**src/rtl/regfile_pkg.sv**
```systemverilog
// Shared definitions for the multi-port integer register file: default
// geometry, address/data types and the priority-resolved write-port matcher.
package regfile_pkg;

    localparam int DEFAULT_XLEN  = 32;
    localparam int DEFAULT_NREGS = 32;

    // Upper bounds used to give wr_hit() fixed-width arguments; callers
    // zero-pad unused write ports and address bits.
    localparam int MAX_WRITE = 8;
    localparam int MAX_AW    = 8;
    localparam int WP_W      = $clog2(MAX_WRITE);

    typedef logic [$clog2(DEFAULT_NREGS)-1:0] reg_addr_t;
    typedef logic [DEFAULT_XLEN-1:0]          reg_data_t;

    typedef struct packed {
        logic            hit;
        logic [WP_W-1:0] port;
    } wr_hit_t;

    // Finds the write port targeting addr; when several match, the highest
    // port index wins because later iterations overwrite earlier ones.
    function automatic wr_hit_t wr_hit(
        input logic [MAX_WRITE-1:0]        en,
        input logic [MAX_WRITE*MAX_AW-1:0] addrs,
        input logic [MAX_AW-1:0]           addr
    );
        wr_hit_t res;
        res.hit  = 1'b0;
        res.port = {WP_W{1'b0}};
        for (int j = 0; j < MAX_WRITE; j++) begin
            if (en[j] && (addrs[j*MAX_AW +: MAX_AW] == addr)) begin
                res.hit  = 1'b1;
                res.port = WP_W'(j);
            end
        end
        return res;
    endfunction

endpackage

```
**src/rtl/regfile_scoreboard.sv**
```systemverilog
// Busy scoreboard: one flag per architectural register, set by allocation at
// decode and cleared by writeback; allocation wins over a same-cycle clear.
module regfile_scoreboard #(
    parameter int NREGS    = 32,
    parameter int NREAD    = 2,
    parameter int ZERO_REG = 1,
    parameter int AW       = $clog2(NREGS)
) (
    input  logic               clk,
    input  logic               rst_n,
    input  logic               alloc_en,
    input  logic [AW-1:0]      alloc_addr,
    input  logic [NREGS-1:0]   wr_clr,
    input  logic [NREAD*AW-1:0] rd_addr,
    input  logic [NREAD-1:0]   rd_wr_hit,
    output logic [NREAD-1:0]   rd_busy
);

    localparam bit            ZR      = (ZERO_REG != 0);
    localparam logic [AW:0]   NREGS_W = (AW+1)'(NREGS);

    logic [NREGS-1:0] busy_r;

    // Busy flags: alloc sets (newer producer), matching write clears.
    always_ff @(posedge clk or negedge rst_n) begin
        if (!rst_n) begin
            busy_r <= '0;
        end else begin
            for (int r = 0; r < NREGS; r++) begin
                if (alloc_en && (alloc_addr == AW'(r)) && !(ZR && (r == 0))) begin
                    busy_r[r] <= 1'b1;
                end else if (wr_clr[r]) begin
                    busy_r[r] <= 1'b0;
                end else begin
                    busy_r[r] <= busy_r[r];
                end
            end
        end
    end

    // Per-port busy view; a same-cycle write hides busy unless it is re-allocated.
    always_comb begin
        rd_busy = '0;
        for (int i = 0; i < NREAD; i++) begin
            if (({1'b0, rd_addr[i*AW +: AW]} < NREGS_W) &&
                !(ZR && (rd_addr[i*AW +: AW] == {AW{1'b0}}))) begin
                rd_busy[i] = busy_r[rd_addr[i*AW +: AW]] &&
                             (!rd_wr_hit[i] ||
                              (alloc_en && (alloc_addr == rd_addr[i*AW +: AW])));
            end else begin
                rd_busy[i] = 1'b0;
            end
        end
    end

endmodule

```
**src/rtl/regfile_mp.sv**
```systemverilog
// Multi-port integer register file with same-cycle write-to-read bypass and
// a busy scoreboard for RAW hazard detection at decode.
module regfile_mp
    import regfile_pkg::*;
#(
    parameter int XLEN     = DEFAULT_XLEN,
    parameter int NREGS    = DEFAULT_NREGS,
    parameter int NREAD    = 2,
    parameter int NWRITE   = 1,
    parameter int ZERO_REG = 1,
    parameter int AW       = $clog2(NREGS)
) (
    input  logic                   clk,
    input  logic                   rst_n,
    input  logic [NREAD*AW-1:0]    rd_addr,
    output logic [NREAD*XLEN-1:0]  rd_data,
    output logic [NREAD-1:0]       rd_busy,
    input  logic [NWRITE-1:0]      wr_en,
    input  logic [NWRITE*AW-1:0]   wr_addr,
    input  logic [NWRITE*XLEN-1:0] wr_data,
    input  logic                   alloc_en,
    input  logic [AW-1:0]          alloc_addr
);

    localparam bit          ZR      = (ZERO_REG != 0);
    localparam logic [AW:0] NREGS_W = (AW+1)'(NREGS);

    logic [XLEN-1:0]             regs_r      [NREGS];
    logic [MAX_WRITE-1:0]        wr_en_pad_s;
    logic [MAX_WRITE*MAX_AW-1:0] wr_addr_pad_s;
    wr_hit_t                     reg_hit_s   [NREGS];
    logic [XLEN-1:0]             reg_wdata_s [NREGS];
    logic [NREGS-1:0]            wr_clr_s;
    wr_hit_t                     rd_hit_s    [NREAD];
    logic [NREAD-1:0]            rd_wr_hit_s;
    logic [NREAD-1:0]            rd_ok_s;

    // Picks the data of the given write port.
    function automatic logic [XLEN-1:0] sel_wdata(
        input logic [WP_W-1:0]        p,
        input logic [NWRITE*XLEN-1:0] d
    );
        logic [XLEN-1:0] v;
        v = {XLEN{1'b0}};
        for (int j = 0; j < NWRITE; j++) begin
            v = (p == WP_W'(j)) ? d[j*XLEN +: XLEN] : v;
        end
        return v;
    endfunction

    // Widen write ports to the fixed shape expected by wr_hit().
    always_comb begin
        wr_en_pad_s   = '0;
        wr_addr_pad_s = '0;
        for (int j = 0; j < NWRITE; j++) begin
            wr_en_pad_s[j]                   = wr_en[j];
            wr_addr_pad_s[j*MAX_AW +: MAX_AW] = MAX_AW'(wr_addr[j*AW +: AW]);
        end
    end

    // Resolve the winning write port and its data for every register.
    always_comb begin
        wr_clr_s = '0;
        for (int r = 0; r < NREGS; r++) begin
            reg_hit_s[r]   = wr_hit(wr_en_pad_s, wr_addr_pad_s, MAX_AW'(r));
            reg_wdata_s[r] = sel_wdata(reg_hit_s[r].port, wr_data);
            wr_clr_s[r]    = reg_hit_s[r].hit;
        end
    end

    // Register storage; reg 0 stays zero when hardwired.
    always_ff @(posedge clk or negedge rst_n) begin
        if (!rst_n) begin
            for (int r = 0; r < NREGS; r++) begin
                regs_r[r] <= {XLEN{1'b0}};
            end
        end else begin
            for (int r = 0; r < NREGS; r++) begin
                if (reg_hit_s[r].hit && !(ZR && (r == 0))) begin
                    regs_r[r] <= reg_wdata_s[r];
                end else begin
                    regs_r[r] <= regs_r[r];
                end
            end
        end
    end

    // Combinational read with bypass; held at zero while reset is asserted.
    always_comb begin
        rd_data     = '0;
        rd_wr_hit_s = '0;
        rd_ok_s     = '0;
        for (int i = 0; i < NREAD; i++) begin
            rd_hit_s[i]    = wr_hit(wr_en_pad_s, wr_addr_pad_s, MAX_AW'(rd_addr[i*AW +: AW]));
            rd_wr_hit_s[i] = rd_hit_s[i].hit;
            rd_ok_s[i]     = ({1'b0, rd_addr[i*AW +: AW]} < NREGS_W) &&
                             !(ZR && (rd_addr[i*AW +: AW] == {AW{1'b0}}));
            if (!rst_n || !rd_ok_s[i]) begin
                rd_data[i*XLEN +: XLEN] = {XLEN{1'b0}};
            end else if (rd_hit_s[i].hit) begin
                rd_data[i*XLEN +: XLEN] = sel_wdata(rd_hit_s[i].port, wr_data);
            end else begin
                rd_data[i*XLEN +: XLEN] = regs_r[rd_addr[i*AW +: AW]];
            end
        end
    end

    regfile_scoreboard #(
        .NREGS    (NREGS),
        .NREAD    (NREAD),
        .ZERO_REG (ZERO_REG),
        .AW       (AW)
    ) u_scoreboard (
        .clk        (clk),
        .rst_n      (rst_n),
        .alloc_en   (alloc_en),
        .alloc_addr (alloc_addr),
        .wr_clr     (wr_clr_s),
        .rd_addr    (rd_addr),
        .rd_wr_hit  (rd_wr_hit_s),
        .rd_busy    (rd_busy)
    );

endmodule

```
**config.mk**
```make
export PLATFORM = sky130hd
export DESIGN_NAME = regfile_mp
export DESIGN_NICKNAME = d
export VERILOG_FILES = /design/src/rtl/regfile_pkg.sv /design/src/rtl/regfile_scoreboard.sv /design/src/rtl/regfile_mp.sv
export SDC_FILE = /design/constraint.sdc
export NUM_CORES = 2
export LEC_CHECK = 0
export ABC_CLOCK_PERIOD_IN_PS = 3400
export BUFFER_PORTS_ARGS = -buffer_cell sky130_fd_sc_hd__buf_2
export CELL_PAD_IN_SITES_DETAIL_PLACEMENT = 1
export CELL_PAD_IN_SITES_GLOBAL_PLACEMENT = 2
export CORE_UTILIZATION = 39
export CTS_BUF_LIST = sky130_fd_sc_hd__clkbuf_16
export DETAILED_ROUTE_END_ITERATION = 10
export PLACE_DENSITY_LB_ADDON = 0.1
export SYNTH_ARGS = -nofsm -noshare
export SYNTH_HDL_FRONTEND = slang
export SYNTH_SLANG_ARGS = --single-unit
```
**constraint.sdc**
```tcl
create_clock -name clk -period 3.4 [get_ports clk]
set_input_delay 0.51 -clock clk [delete_from_list [all_inputs] [get_ports clk]]
set_output_delay 0.51 -clock clk [all_outputs]
set_load 0.1 [all_outputs]
```
# ---- Word-level counts from Yosys, hierarchy flattened
# Cells that the tools add are included.
dict set report totals {
  ff_bits 1023
  elab_cells 419
  in_bits 56
}
dict set report op_classes {
  eq_ne 66
  reduce_logical 141
  bitwise 2
  mux 144
  order_cmp 4
}
# cell n
set ops {}
lappend ops {{$mux W32} 41}
lappend ops {{$bmux W32 S5} 2}
lappend ops {{$eq A5 B5 Y1 const B} 32}
lappend ops {{$mux W4} 33}
lappend ops {{$logic_not A3 Y1} 33}
lappend ops {{$eq A5 B4 Y1 const B} 16}
lappend ops {{$logic_and A1 B1 Y1} 68}
lappend ops {{$mux W1} 66}
lappend ops {{$reduce_bool A2 Y1} 31}
lappend ops {{$eq A5 B3 Y1 const B} 8}
lappend ops {{$eq A5 B2 Y1 const B} 4}
lappend ops {{$eq A5 B5 Y1} 4}
lappend ops {{$ge A6 B6 Y1 const B} 2}
lappend ops {{$lt A5 B6 Y1 const B} 2}
lappend ops {{$not A5 Y6} 2}
lappend ops {{$bmux W1 S5} 2}
lappend ops {{$eq A5 B1 Y1 const B} 2}
lappend ops {{$logic_not A5 Y1} 2}
lappend ops {{$logic_or A1 B1 Y1} 4}
lappend ops {{$logic_not A1 Y1} 3}

# ---- Depth between registers and ports, before layout
dict set report depth {
  ltp_word 7
  mapped_depth 10
  ltp_nobuf 5
}

# ---- Cells and area by module
# Synthesis repeated with hierarchy kept, for this count alone.
dict set report unflattened {
  hier_cells 4077
  hier_area_um2 55733.5
}
# module n_inst area_each_um2 seq_area_each_um2 cells_each
set modules_own_cells {}
lappend modules_own_cells {regfile_mp 1 53814.1 24823.8 3898}
lappend modules_own_cells {regfile_scoreboard 1 1919.3 775.7 179}

# ---- Least setup slack after synthesis
# Ideal clock, no wire load.
dict set report synth_path {
  path_type {input -> output}
  start {in rd_addr[0]}
  end {out rd_data[11]}
  stages 9
  required_ps 2890
  slack_ps -1880
  arrival_ps 4770
  cell_sequence {buf_4 -> buf_6 -> buf_4 -> buf_4 -> buf_4 -> a22oi_1 -> o21ai_0 -> o21ai_0 -> o41ai_1}
}
dict set report synth_via {
  elab_chain_len 6
  word_cells_on_any_way 11
  cone_classes {eq/ne (1); mux (6); bitwise (1); reduce/logical (3)}
}
# element line
set synth_rtl {}
lappend synth_rtl {{from (decl)} regfile_mp.sv:15} ;# input logic [NREAD*AW-1:0] rd_addr,
lappend synth_rtl {{$not A5 Y6 (implied by the code)} regfile_mp.sv:103} ;# rd_data[i*XLEN +: XLEN] = regs_r[rd_addr[i*AW +: AW]];
lappend synth_rtl {{$bmux W32 S5} regfile_mp.sv:103}
lappend synth_rtl {{$mux W32 (implied by the code) (2 in series)} regfile_mp.sv:103}
lappend synth_rtl {{$mux W32} regfile_mp.sv:100} ;# end else if (rd_hit_s[i].hit) begin
lappend synth_rtl {{$mux W32 (*)} regfile_mp.sv:98} ;# if (!rst_n || !rd_ok_s[i]) begin
lappend synth_rtl {{to (decl)} regfile_mp.sv:16} ;# output logic [NREAD*XLEN-1:0] rd_data,
# Mark *: on every way between the ends. The rest lies on a longest branch, timed or not. The select of a mux whose other input is x is not followed.

# ---- Final worst setup path
dict set report layout_path {
  start {in rd_addr[7]}
  end {out rd_data[43]}
}
# The elaborated chain is that of the path after synthesis.

==> out/results.tsv <==
metric	value	unit
run status	completed	
max-cap check violation count	0	
Die Wd	380	µm
Cells after DPL	5719	
Setup crit start	rd_addr[7]	
DP Area	61600	µm²
Core ar.	142000	µm²
fin nets	4018	
Crit Path Max Fanout	22	
GRT Overall Usage	30.6	%
CP Data Arrival Time	2820	ps
Slew Viols, Final	0	
synthesized area per cell	14.5	µm²
Layout Cells excl Fill	5951	
Reg2Reg Capture Point	regs_r[865]	
FF-to-FF Start	regs_r[865]	
crit-path max cell delay	1000	ps
Layout Skew	0	ps
vias in the first global route	41773	
slew margin rel.	9.67	%
part of the Yosys area used for sequential elements	46.0	%
combinational family with the most area after synthesis	multiplexers	
Die ar.	144000	µm²
critical path class	primary input to primary output	
Post-CTS Setup Inserts	0	
final hold vios	0	
vias per std cell	6.41	
fin crit period	3330	ps
Hold/Removal Path Class	primary input to flip-flop	
Pwr per Cell Area	590	nW/µm²
Synth Area in Compound Gates	5.71	%
post-route DRC violation count	0	
largest net degree at the start of global routing	166	
most frequent cells in the layout	mux2_2, dfrtp_1, mux4_2	
Async SR Flop Fraction	100	%
top post-synthesis cells by area	dfrtp_1, mux2_2, mux4_2	
first-pass GRT wire length	318	mm
Routability Congestion	0.847	
starting density of the core	39.3	%
Final period util	98.1	%
Final Util	46.4	%
clock tree sinks	1023	
post-synthesis simple-gate area fraction	2.38	%
Top Ports	122	
Worst-Margin Slew	1350	ps
Final Worst Setup Slack	65.3	ps
post-route cell area	65700	µm²
crit start category	primary input	
Sum Neg Setup Slack	0	ps
initial antenna violation count	9	
Max IR drop VDD	0.404	mV
# H-tree levels	4	
Root Driver	clkbuf_16	
post-route ant nets	0	
Yosys top cell by area	dfrtp_1	
Syn Nets	3897	
Post-synth EDFFs	0	
crit-path cells	buf_6 -> nor2b_4 -> a221oi_1 -> nor2_1 -> o22ai_1 -> a22o_1 -> buf_12	
Ys Warns	0	
Port Buffer Count	121	
DP Wirelength	135	mm
Mapped Area	55600	µm²
commonest non-fill, non-tap cell in the layout	mux2_2	
CP endpoint kind	primary output	
Critical Path RT	2890	ps
total number of vias	38154	
clock latency on the worst-skew pair	760	ps
mux share of post-synthesis cell area	41.9	%
First-pass DRT Iterations	5	
Setup-failing EPs final	0	
Setup crit end	rd_data[43]	
die height	380	µm
Worst-path clk slew	50	ps
share of cells above drive strength 1	54.8	%
Setup WS pre-CTS	-22.0	ps
number of cell rows	138	
Max Fclk	300	MHz
post-synthesis xor/xnor area fraction	0.315	%
First DRT Iteration DRCs	3191	
Primary FF master, synth	dfrtp_1	
CTS Buf Count	130	
Max clock buf depth	3	
flop and latch count out of synthesis	1023	
library cells used by synthesis	51	
Leak Pwr	28.2	nW
slowest cell on the critical path	nor2b_4	
area grow syn2layout	18.1	%
Reg2Reg Setup Slack	2580	ps
unrepaired setup endpoints after global routing	no	
WL/cell	36.7	µm
Synth top area share	46.0	%
TritonCTS clock tree	yes	
Post-Synth Adder-Cell Area	0	%
Routed WL	219	mm
GRT overflow	0	
Worst R2R Path Depth	1	
Synth Instances	3841	
-- where the power goes --
| part | switching, mW | internal, mW | total [mW] |
|---|---|---|---|
| registers | 1.90 | 14.6 | 16.5 |
| clock network | 5.65 | 7.73 | 13.4 |
| logic | 3.98 | 4.91 | 8.88 |
| total | 11.5 | 27.2 | 38.8 |
-- state kept, by name, summed over array words and instances, names as in the netlist --
signal and count:
regs_r 992, u_scoreboard.busy_r 31
-- critical path: cells and delay by family --
family / cells / cell delay, ps
simple gates: 2 / 1300
buf+inv: 2 / 280
compound gates: 3 / 630
-- through the flow --
step	hold WS (ps)	power, mW
floorplan	214	22.3
global placement	489	24.9
detailed placement	513	25.5
CTS	43.5	39.0
global route	60.3	40.3
finish	91.3	38.8
-- per-layer routing --
layer | part of all wire, % | GRT usage, % | up-vias
li1 | - | - | 15169
met1 | 43 | 41.6 | 21247
met2 | 48 | 48.7 | 1287
met3 | 5.5 | 4.96 | 445
met4 | 4.0 | 12.2 | 6
met5 | 0.021 | 0 | -
-- what timing repair did --
action	CTS	global route
gates resized for setup	2	5
pin swaps	0	0
hold endpoints to repair	233	0
hold buffers	1	0
endpoints found under the setup margin	2	7
-- how the worst min path moves through the flow --
| stage | cells after the start | start | to | slack (ps) |
|---|---|---|---|---|
| floorplan | 0 | rst_n | regs_r[0] | 210 |
| global placement | 1 | u_scoreboard.busy_r[3] | u_scoreboard.busy_r[3] | 490 |
| detailed placement | 1 | regs_r[899] | regs_r[899] | 510 |
| CTS | 2 | wr_data[21] | regs_r[565] | 40 |
| global route | 2 | wr_data[21] | regs_r[565] | 60 |
| finish | 2 | wr_data[21] | regs_r[565] | 90 |
-- synth_stat cells, types with 25 or more instances --
| cell type | number |
|---|---|
| nor3_1 | 32 |
| nand2_1 | 94 |
| a22o_1 | 29 |
| nor2_1 | 44 |
| mux2i_1 | 121 |
| mux2_2 | 1114 |
| nor2b_1 | 39 |
| o22ai_1 | 117 |
| o21ai_0 | 67 |
| a211oi_1 | 53 |
| mux4_2 | 423 |
| buf_4 | 51 |
| buf_2 | 121 |
| buf_1 | 45 |
| dfrtp_1 | 1023 |
| clkbuf_1 | 191 |
| o41ai_1 | 25 |
| a221oi_1 | 68 |
-- area by class of cell --
type	instances	area, µm²
Inverter	10	37.5
Multi-Input combinational cell	2388	28700
Clock buffer	132	3300
Timing Repair Buffer	409	4940
Antenna cell	1	2.50
Clock inverter	98	733
Sequential cell	1023	25600
Tap cell	1890	2360
Fill cell	13743	75900
-- logic make-up after synthesis --
kind of cell / count (synthesis)
AOI/OAI and AO/OA: 439
xor gates and xnor gates: 20
buffers and inverters: 430
DFF: 1023
muxes: 1658
and+or+nand+nor: 271
Note: power is estimated with default switching activity, not from simulation.
